===== config.mk =====
export PLATFORM = sky130hd
export DESIGN_NAME = alu_param_seq
export DESIGN_NICKNAME = d
export VERILOG_FILES = /design/src/rtl/alu_param_seq.sv
export SDC_FILE = /design/constraint.sdc
export NUM_CORES = 1
export LEC_CHECK = 0
export CAP_MARGIN = 25
export CORE_ASPECT_RATIO = 0.7
export CORE_MARGIN = 2
export CORE_UTILIZATION = 44
export DETAILED_ROUTE_END_ITERATION = 10
export HOLD_SLACK_MARGIN = 0.02
export SLEW_MARGIN = 20
export SYNTH_ARGS = -nofsm -noshare
export SYNTH_HDL_FRONTEND = slang
export SYNTH_SLANG_ARGS = --single-unit
export TNS_END_PERCENT = 10

===== constraint.sdc =====
create_clock -name CLK -period 7.9 [get_ports CLK]
set_input_delay 2.37 -clock CLK [delete_from_list [all_inputs] [get_ports CLK]]
set_output_delay 2.37 -clock CLK [all_outputs]
set_load 0.01 [all_outputs]

===== src/rtl/alu_param_seq.sv =====
// Parametrised sequential ALU: split operand collection with timeout, multi-cycle multiply, registered results.
// Latency: single-cycle ops 1 cycle after accept; multiplies MUL_LAT cycles; timeout error TIMEOUT+1 cycles after first operand.
// Backpressure: BUSY high while a multiply is in flight, inputs ignored then; CE=0 freezes all state.
module alu_param_seq #(
    parameter int W       = 8,
    parameter int TIMEOUT = 16,
    parameter int MUL_LAT = 3
) (
    input  logic           CLK,
    input  logic           RST,
    input  logic           CE,
    input  logic           MODE,
    input  logic [3:0]     CMD,
    input  logic [1:0]     INP_VALID,
    input  logic [W-1:0]   OPA,
    input  logic [W-1:0]   OPB,
    input  logic           CIN,
    output logic [2*W-1:0] RES,
    output logic           RES_VALID,
    output logic           COUT,
    output logic           OFLOW,
    output logic           G,
    output logic           L,
    output logic           E,
    output logic           ERR,
    output logic           BUSY
);

    localparam int LW      = $clog2(W);
    localparam int CNT_MAX = (TIMEOUT > MUL_LAT) ? TIMEOUT : MUL_LAT;
    localparam int CW      = $clog2(CNT_MAX + 1);
    localparam logic [CW-1:0] TO_LAST  = CW'(TIMEOUT - 1);
    localparam logic [CW-1:0] MUL_LAST = CW'(MUL_LAT - 1);
    localparam logic [W:0]    ONE1     = (W+1)'(1);

    typedef enum logic [1:0] {IDLE, WAIT_OPND, EXEC_MUL} state_t;

    typedef struct packed {
        logic [2*W-1:0] res;
        logic           cout;
        logic           oflow;
        logic           g;
        logic           l;
        logic           e;
        logic           err;
    } alu_out_t;

    function automatic logic cmd_ok(input logic mode, input logic [3:0] cmd);
        return mode ? (cmd <= 4'd12) : (cmd <= 4'd13);
    endfunction

    // 01 = A only, 10 = B only, 11 = both
    function automatic logic [1:0] cmd_need(input logic mode, input logic [3:0] cmd);
        logic [1:0] n;
        n = 2'b11;
        if (mode) begin
            if (cmd == 4'd4 || cmd == 4'd5) n = 2'b01;
            if (cmd == 4'd6 || cmd == 4'd7) n = 2'b10;
        end else begin
            if (cmd == 4'd6 || cmd == 4'd8 || cmd == 4'd9)   n = 2'b01;
            if (cmd == 4'd7 || cmd == 4'd10 || cmd == 4'd11) n = 2'b10;
        end
        return n;
    endfunction

    function automatic logic cmd_is_mul(input logic mode, input logic [3:0] cmd);
        return mode && (cmd == 4'd9 || cmd == 4'd10);
    endfunction

    function automatic logic [2*W-1:0] zx(input logic [W-1:0] v);
        return {{W{1'b0}}, v};
    endfunction

    function automatic alu_out_t alu_eval(input logic mode, input logic [3:0] cmd,
                                          input logic [W-1:0] a, input logic [W-1:0] b,
                                          input logic cin);
        alu_out_t         r;
        logic [W:0]       s;
        logic [W:0]       a1;
        logic [W:0]       b1;
        logic [W-1:0]     q;
        logic [2*W-1:0]   t;
        logic [2*W+1:0]   p;
        r  = '0;
        s  = '0;
        q  = '0;
        t  = '0;
        a1 = {1'b0, a} + ONE1;
        b1 = {1'b0, b} + ONE1;
        p  = '0;
        if (mode) begin
            case (cmd)
                4'd0:  begin s = {1'b0, a} + {1'b0, b}; r.res = {{(W-1){1'b0}}, s}; r.cout = s[W]; end
                4'd1:  begin s = {1'b0, a} - {1'b0, b}; r.res = zx(s[W-1:0]); r.oflow = s[W]; end
                4'd2:  begin
                    s = {1'b0, a} + {1'b0, b} + {{W{1'b0}}, cin};
                    r.res = {{(W-1){1'b0}}, s}; r.cout = s[W];
                end
                4'd3:  begin
                    s = {1'b0, a} - {1'b0, b} - {{W{1'b0}}, cin};
                    r.res = zx(s[W-1:0]); r.oflow = s[W];
                end
                4'd4:  begin s = {1'b0, a} + ONE1; r.res = {{(W-1){1'b0}}, s}; r.cout = s[W]; end
                4'd5:  begin s = {1'b0, a} - ONE1; r.res = zx(s[W-1:0]); r.oflow = s[W]; end
                4'd6:  begin s = {1'b0, b} + ONE1; r.res = {{(W-1){1'b0}}, s}; r.cout = s[W]; end
                4'd7:  begin s = {1'b0, b} - ONE1; r.res = zx(s[W-1:0]); r.oflow = s[W]; end
                4'd8:  begin r.g = (a > b); r.l = (a < b); r.e = (a == b); end
                4'd9:  begin
                    // (2^W)*(2^W) does not fit 2W bits; the top product bit is dropped
                    p = {{(W+1){1'b0}}, a1} * {{(W+1){1'b0}}, b1};
                    r.res = p[2*W-1:0];
                end
                4'd10: begin q = a << 1; t = zx(q) * zx(b); r.res = t; end
                4'd11: begin
                    q = a + b;
                    r.res = {{W{q[W-1]}}, q};
                    r.oflow = (a[W-1] == b[W-1]) && (q[W-1] != a[W-1]);
                end
                4'd12: begin
                    q = a - b;
                    r.res = {{W{q[W-1]}}, q};
                    r.oflow = (a[W-1] != b[W-1]) && (q[W-1] != a[W-1]);
                end
                default: r.err = 1'b1;
            endcase
        end else begin
            case (cmd)
                4'd0:  r.res = zx(a & b);
                4'd1:  r.res = zx(~(a & b));
                4'd2:  r.res = zx(a | b);
                4'd3:  r.res = zx(~(a | b));
                4'd4:  r.res = zx(a ^ b);
                4'd5:  r.res = zx(~(a ^ b));
                4'd6:  r.res = zx(~a);
                4'd7:  r.res = zx(~b);
                4'd8:  r.res = zx(a >> 1);
                4'd9:  r.res = zx(a << 1);
                4'd10: r.res = zx(b >> 1);
                4'd11: r.res = zx(b << 1);
                4'd12, 4'd13: begin
                    // rotate amount beyond W-1 is rejected rather than wrapped
                    if (|b[W-1:LW]) begin
                        r.err = 1'b1;
                    end else if (cmd == 4'd12) begin
                        t = {a, a} << b[LW-1:0];
                        r.res = zx(t[2*W-1:W]);
                    end else begin
                        t = {a, a} >> b[LW-1:0];
                        r.res = zx(t[W-1:0]);
                    end
                end
                default: r.err = 1'b1;
            endcase
        end
        return r;
    endfunction

    state_t         state, state_n;
    logic [CW-1:0]  cnt, cnt_n;
    logic [3:0]     h_cmd, h_cmd_n;
    logic           h_mode, h_mode_n;
    logic           h_cin, h_cin_n;
    logic           h_has_a, h_has_a_n;
    logic [W-1:0]   h_opnd, h_opnd_n;
    logic [2*W-1:0] mul_res, mul_res_n;
    alu_out_t       out_n;
    logic           rv_n;
    logic           busy_n;

    logic [1:0]     need;
    logic           w_arrived;
    logic [W-1:0]   w_a, w_b;
    alu_out_t       eval_idle, eval_wait;

    assign need      = cmd_need(MODE, CMD);
    assign eval_idle = alu_eval(MODE, CMD, OPA, OPB, CIN);
    assign w_a       = h_has_a ? h_opnd : OPA;
    assign w_b       = h_has_a ? OPB : h_opnd;
    assign w_arrived = h_has_a ? INP_VALID[1] : INP_VALID[0];
    assign eval_wait = alu_eval(h_mode, h_cmd, w_a, w_b, h_cin);

    always_comb begin
        state_n   = state;
        cnt_n     = cnt;
        h_cmd_n   = h_cmd;
        h_mode_n  = h_mode;
        h_cin_n   = h_cin;
        h_has_a_n = h_has_a;
        h_opnd_n  = h_opnd;
        mul_res_n = mul_res;
        out_n     = {RES, COUT, OFLOW, G, L, E, ERR};
        rv_n      = 1'b0;
        busy_n    = BUSY;
        case (state)
            IDLE: begin
                if (INP_VALID != 2'b00) begin
                    if (!cmd_ok(MODE, CMD)) begin
                        out_n     = '0;
                        out_n.err = 1'b1;
                        rv_n      = 1'b1;
                    end else if ((INP_VALID & need) == need) begin
                        if (cmd_is_mul(MODE, CMD)) begin
                            mul_res_n = eval_idle.res;
                            busy_n    = 1'b1;
                            cnt_n     = CW'(1);
                            state_n   = EXEC_MUL;
                        end else begin
                            out_n = eval_idle;
                            rv_n  = 1'b1;
                        end
                    end else if (need == 2'b11) begin
                        h_cmd_n   = CMD;
                        h_mode_n  = MODE;
                        h_cin_n   = CIN;
                        h_has_a_n = INP_VALID[0];
                        h_opnd_n  = INP_VALID[0] ? OPA : OPB;
                        cnt_n     = '0;
                        state_n   = WAIT_OPND;
                    end else begin
                        out_n     = '0;
                        out_n.err = 1'b1;
                        rv_n      = 1'b1;
                    end
                end
            end
            WAIT_OPND: begin
                if (w_arrived) begin
                    if (cmd_is_mul(h_mode, h_cmd)) begin
                        mul_res_n = eval_wait.res;
                        busy_n    = 1'b1;
                        cnt_n     = CW'(1);
                        state_n   = EXEC_MUL;
                    end else begin
                        out_n   = eval_wait;
                        rv_n    = 1'b1;
                        state_n = IDLE;
                    end
                end else if (cnt == TO_LAST) begin
                    out_n     = '0;
                    out_n.err = 1'b1;
                    rv_n      = 1'b1;
                    state_n   = IDLE;
                end else begin
                    cnt_n = cnt + CW'(1);
                end
            end
            EXEC_MUL: begin
                if (cnt == MUL_LAST) begin
                    out_n     = '0;
                    out_n.res = mul_res;
                    rv_n      = 1'b1;
                    busy_n    = 1'b0;
                    state_n   = IDLE;
                end else begin
                    cnt_n = cnt + CW'(1);
                end
            end
            default: state_n = IDLE;
        endcase
    end

    always_ff @(posedge CLK) begin
        if (RST) begin
            state     <= IDLE;
            cnt       <= '0;
            h_cmd     <= '0;
            h_mode    <= 1'b0;
            h_cin     <= 1'b0;
            h_has_a   <= 1'b0;
            h_opnd    <= '0;
            mul_res   <= '0;
            RES       <= '0;
            COUT      <= 1'b0;
            OFLOW     <= 1'b0;
            G         <= 1'b0;
            L         <= 1'b0;
            E         <= 1'b0;
            ERR       <= 1'b0;
            RES_VALID <= 1'b0;
            BUSY      <= 1'b0;
        end else if (CE) begin
            state     <= state_n;
            cnt       <= cnt_n;
            h_cmd     <= h_cmd_n;
            h_mode    <= h_mode_n;
            h_cin     <= h_cin_n;
            h_has_a   <= h_has_a_n;
            h_opnd    <= h_opnd_n;
            mul_res   <= mul_res_n;
            {RES, COUT, OFLOW, G, L, E, ERR} <= out_n;
            RES_VALID <= rv_n;
            BUSY      <= busy_n;
        end else begin
            RES_VALID <= 1'b0;
        end
    end

endmodule


==> qor.txt <==
CP startpoint kind - input port
Layout cell share with drive strength beyond 1 - 21.26%
Number of max-cap violations - 0
Most Crowded Layer GR - met1
Clk_skew - 7.835 ps
Routed Antenna Nets - 0
TNS Setup - 0 ps
Row count - 65
Number of global-route vias before repair - 21.07k
Clk_lat worst skew - 350 ps
Top-area cell type share of the netlist area - 16.13%
Clock transition at the registers of the reported paths - 60 ps
First-pass DRT Iterations - 10
Post-Syn Nets - 3050
Nets@finish - 3345
Antenna violations before repair - 5
RR Endpoint - RES[12]$_SDFFE_PP0P_
Synth area leaders - fa_1 (16%), ha_1 (13%), dfxtp_1 (6.2%), nor2_1 (6.0%), inv_1 (5.5%)
Maximum VDD drop - 230.8 uV
Die Y - 181.8 um
Library cells used by synthesis - 103
Tcrit/Tclk final - 98.19%
WL per Instance - 25.60 um
Mapped Cells - 2664
Cell area after synthesis - 0.01986 mm2
Clk root buf - clkbuf_16
Unrepaired setup endpoints after global routing - yes
Critical R2R Launch - h_has_a$_SDFFE_PP0P_
Final setup vio count - 0
Async SR Flop Fraction - 0%
Biggest area consumer among synthesized cells - fa_1
Core ar. - 0.04481 mm2
Final instance area - 0.02456 mm2
Largest net degree at the start of global routing - 62
Fin cells - 3571
Reg2Reg Depth - 27
Fmax - 0.1289 GHz
CP Capture Type - flip-flop
CTS Hold Buffers Added - 0
Clk sink count - 62
P&R area growth vs syn - 23.66%
Met2 usage - 50.99%
Reg-to-reg setup timing slack - 1220 ps
DR vias - 22.15k
Crit Path Max Fanout - 8
Status - complete, no violations
Critical Path RT - 8150 ps
Placement Setup Slack - -755.8 ps
Worst Setup SP - OPB[5]
Tmin final - 7757 ps
Post-DP Area - 0.02328 mm2
TritonCTS clock tree - built
TritonCTS buffer count - 9
Detailed-route DRC error count - 0
Final Slew Violations - 0
Gp weighted congestion - 1.075
Initial Util - 44.32%
CTS H-Tree Depth - 3
Pleak - 11.04 nW
Crit path arrival time - 8010 ps
Slack of the critical path - 142.6 ps
CTS Buffer Depth - 2
Placed insts - 3526
Die Wd - 257.9 um
Power Density - 169.1 mW/mm2
Avg Synthesized Cell Area - 7.456 um2
Yosys reg bits - 62
Global route overflow - 0
Ys Warns - 0
Met3 GRT Util - 14.29%
Slew HR - 31.08%
Tot GR Track Use - 38.66%
Die area - 0.04688 mm2
Iter 0 DRT Violations - 3238
CP Capture Point - RES[14]$_SDFFE_PP0P_
Dpl hpwl - 74490 um
Top_reg_cell synth - dfxtp_1
Global-route wire length before repair - 136600 um
IO buf count - 50
Total wire length - 91400 um
Post-DR vias/cell - 6.203
Grt met1 use - 58.58%
Io pins - 51
Hold Violations, Final - 0
Worst hold path type - flip-flop to flip-flop
Kind of critical path - input port to flip-flop
Seq/Total Area, Yosys - 6.249%
Worst-margin pin slew - 1025 ps
EDFF count, synth - 0
## metal layers
| layer | vias to the layer above | routed length, um |
|---|---|---|
| met5 | - | 0 |
| met4 | 0 | 2145 |
| met3 | 144 | 14090 |
| met2 | 1461 | 34490 |
| met1 | 10685 | 40690 |
| li1 | 9860 | - |
## synthesized netlist by cell type, types with 22 or more instances
cell,n
nor2_1,320
inv_1,289
nand2_1,269
ha_1,199
fa_1,160
a21oi_1,120
xnor2_1,113
clkbuf_1,84
o21ai_0,82
nor3_1,80
dfxtp_1,62
nand3_1,62
mux2i_1,52
buf_2,48
a211oi_1,46
nand2b_1,33
xor2_1,32
a22oi_1,28
a31oi_1,27
buf_1,26
a21o_1,25
nor2b_1,23
o211ai_1,23
o22ai_1,23
or2_2,22
## where the power goes
part | leakage (nW) | switching [mW] | total, mW | internal, mW
registers | 0.505 | 0.0311 | 0.368 | 0.337
clock network | 0.152 | 0.162 | 0.438 | 0.276
logic | 10.4 | 1.91 | 3.35 | 1.44
total | 11.0 | 2.10 | 4.15 | 2.05
## what timing repair did
| item | 4_1_cts | 5_1_grt |
|---|---|---|
| buffers inserted | 12 | 14 |
| pin swaps | 27 | 48 |
| gates cloned | 0 | 0 |
| setup endpoints to repair | 21 | 21 |
| gates resized for setup | 78 | 92 |
## layout by cell type (no fill, tap or decap), types with 15 or more instances in the layout
cell / netlist / final
buf_4: 6 / 381
nor2_1: 320 / 311
inv_1: 289 / 283
nand2_1: 269 / 261
ha_1: 199 / 182
fa_1: 160 / 157
a21oi_1: 120 / 114
xnor2_1: 113 / 97
o21ai_0: 82 / 80
nor3_1: 80 / 77
dfxtp_1: 62 / 61
nand3_1: 62 / 56
mux2i_1: 52 / 50
a211oi_1: 46 / 46
clkdlybuf4s50_1: 0 / 33
xor2_1: 32 / 31
nand2b_1: 33 / 31
a22oi_1: 28 / 28
a31oi_1: 27 / 26
a21o_1: 25 / 25
o22ai_1: 23 / 23
o211ai_1: 23 / 23
nor2b_1: 23 / 21
nand4_1: 19 / 19
o221ai_1: 21 / 19
buf_6: 2 / 19
or2_2: 22 / 18
and3_1: 20 / 17
a221oi_1: 18 / 17
nor4_1: 18 / 16
and2_1: 16 / 15
a311oi_1: 16 / 15
ha_4: 0 / 15
## kinds of logic after synthesis
group	synth area share (%)
simple gates	22.07
fa+ha+maj	28.66
flops	6.249
compound gates	21.20
buf+inv	9.664
mux	5.474
xor+xnor	6.671
## sequential cells by signal, summed over array words and instances, names as in the netlist, 2 cells and up
| register | count |
|---|---|
| RES | 16 |
| h_cmd | 4 |
| mul_res | 16 |
| h_opnd | 8 |
| state | 2 |
| cnt | 5 |
## worst max-delay path, stage by stage
cell             delay, ps
clkdlybuf4s50_1        410
buf_6                  150
mux2i_2                260
buf_4                  190
nor2_1                  60
fa_1                   550
inv_1                   80
fa_1                   520
fa_1                   510
inv_1                   50
fa_1                   460
ha_1                   340
or3_1                  380
o21ai_0                110
o31ai_1                140
buf_4                  140
nor4_1                 180
nor3_1                 110
xnor2_1                150
buf_4                  170
o221a_2                280
nand2b_1               150
a211oi_1               250
## through the flow
step	util, %	hold slack (ps)	power (mW)
floorplan	-	434.2	2.097
global placement	51.95	450.5	3.402
detailed placement	51.95	463.6	3.419
CTS	53.74	492.0	3.976
global route	54.81	510.0	4.426
finish	54.81	492.3	4.153
## worst min path at each step
stage / from / end / slack [ps] / cells after the start
global placement: mul_res[6]$_SDFFE_PP0P_ / mul_res[6]$_SDFFE_PP0P_ / 450 / 2
CTS: mul_res[6]$_SDFFE_PP0P_ / mul_res[6]$_SDFFE_PP0P_ / 490 / 2
global route: RES[13]$_SDFFE_PP0P_ / RES[13]$_SDFFE_PP0P_ / 510 / 2
floorplan: mul_res[6]$_SDFFE_PP0P_ / mul_res[6]$_SDFFE_PP0P_ / 430 / 2
detailed placement: mul_res[14]$_SDFFE_PP0P_ / mul_res[14]$_SDFFE_PP0P_ / 460 / 2
finish: RES[3]$_SDFFE_PP0P_ / RES[3]$_SDFFE_PP0P_ / 490 / 2
## cell type report
| class | instances | area [um2] |
|---|---|---|
| Timing Repair Buffer | 453 | 3600 |
| Sequential cell | 62 | 1242 |
| Tap cell | 603 | 754.5 |
| Clock inverter | 6 | 86.33 |
| Clock buffer | 10 | 229.0 |
| Inverter | 306 | 1156 |
| Antenna cell | 4 | 10.01 |
| Fill cell | 4293 | 20250 |
| Multi-Input combinational cell | 2127 | 17480 |
Note: power is estimated with default switching activity, not from simulation.
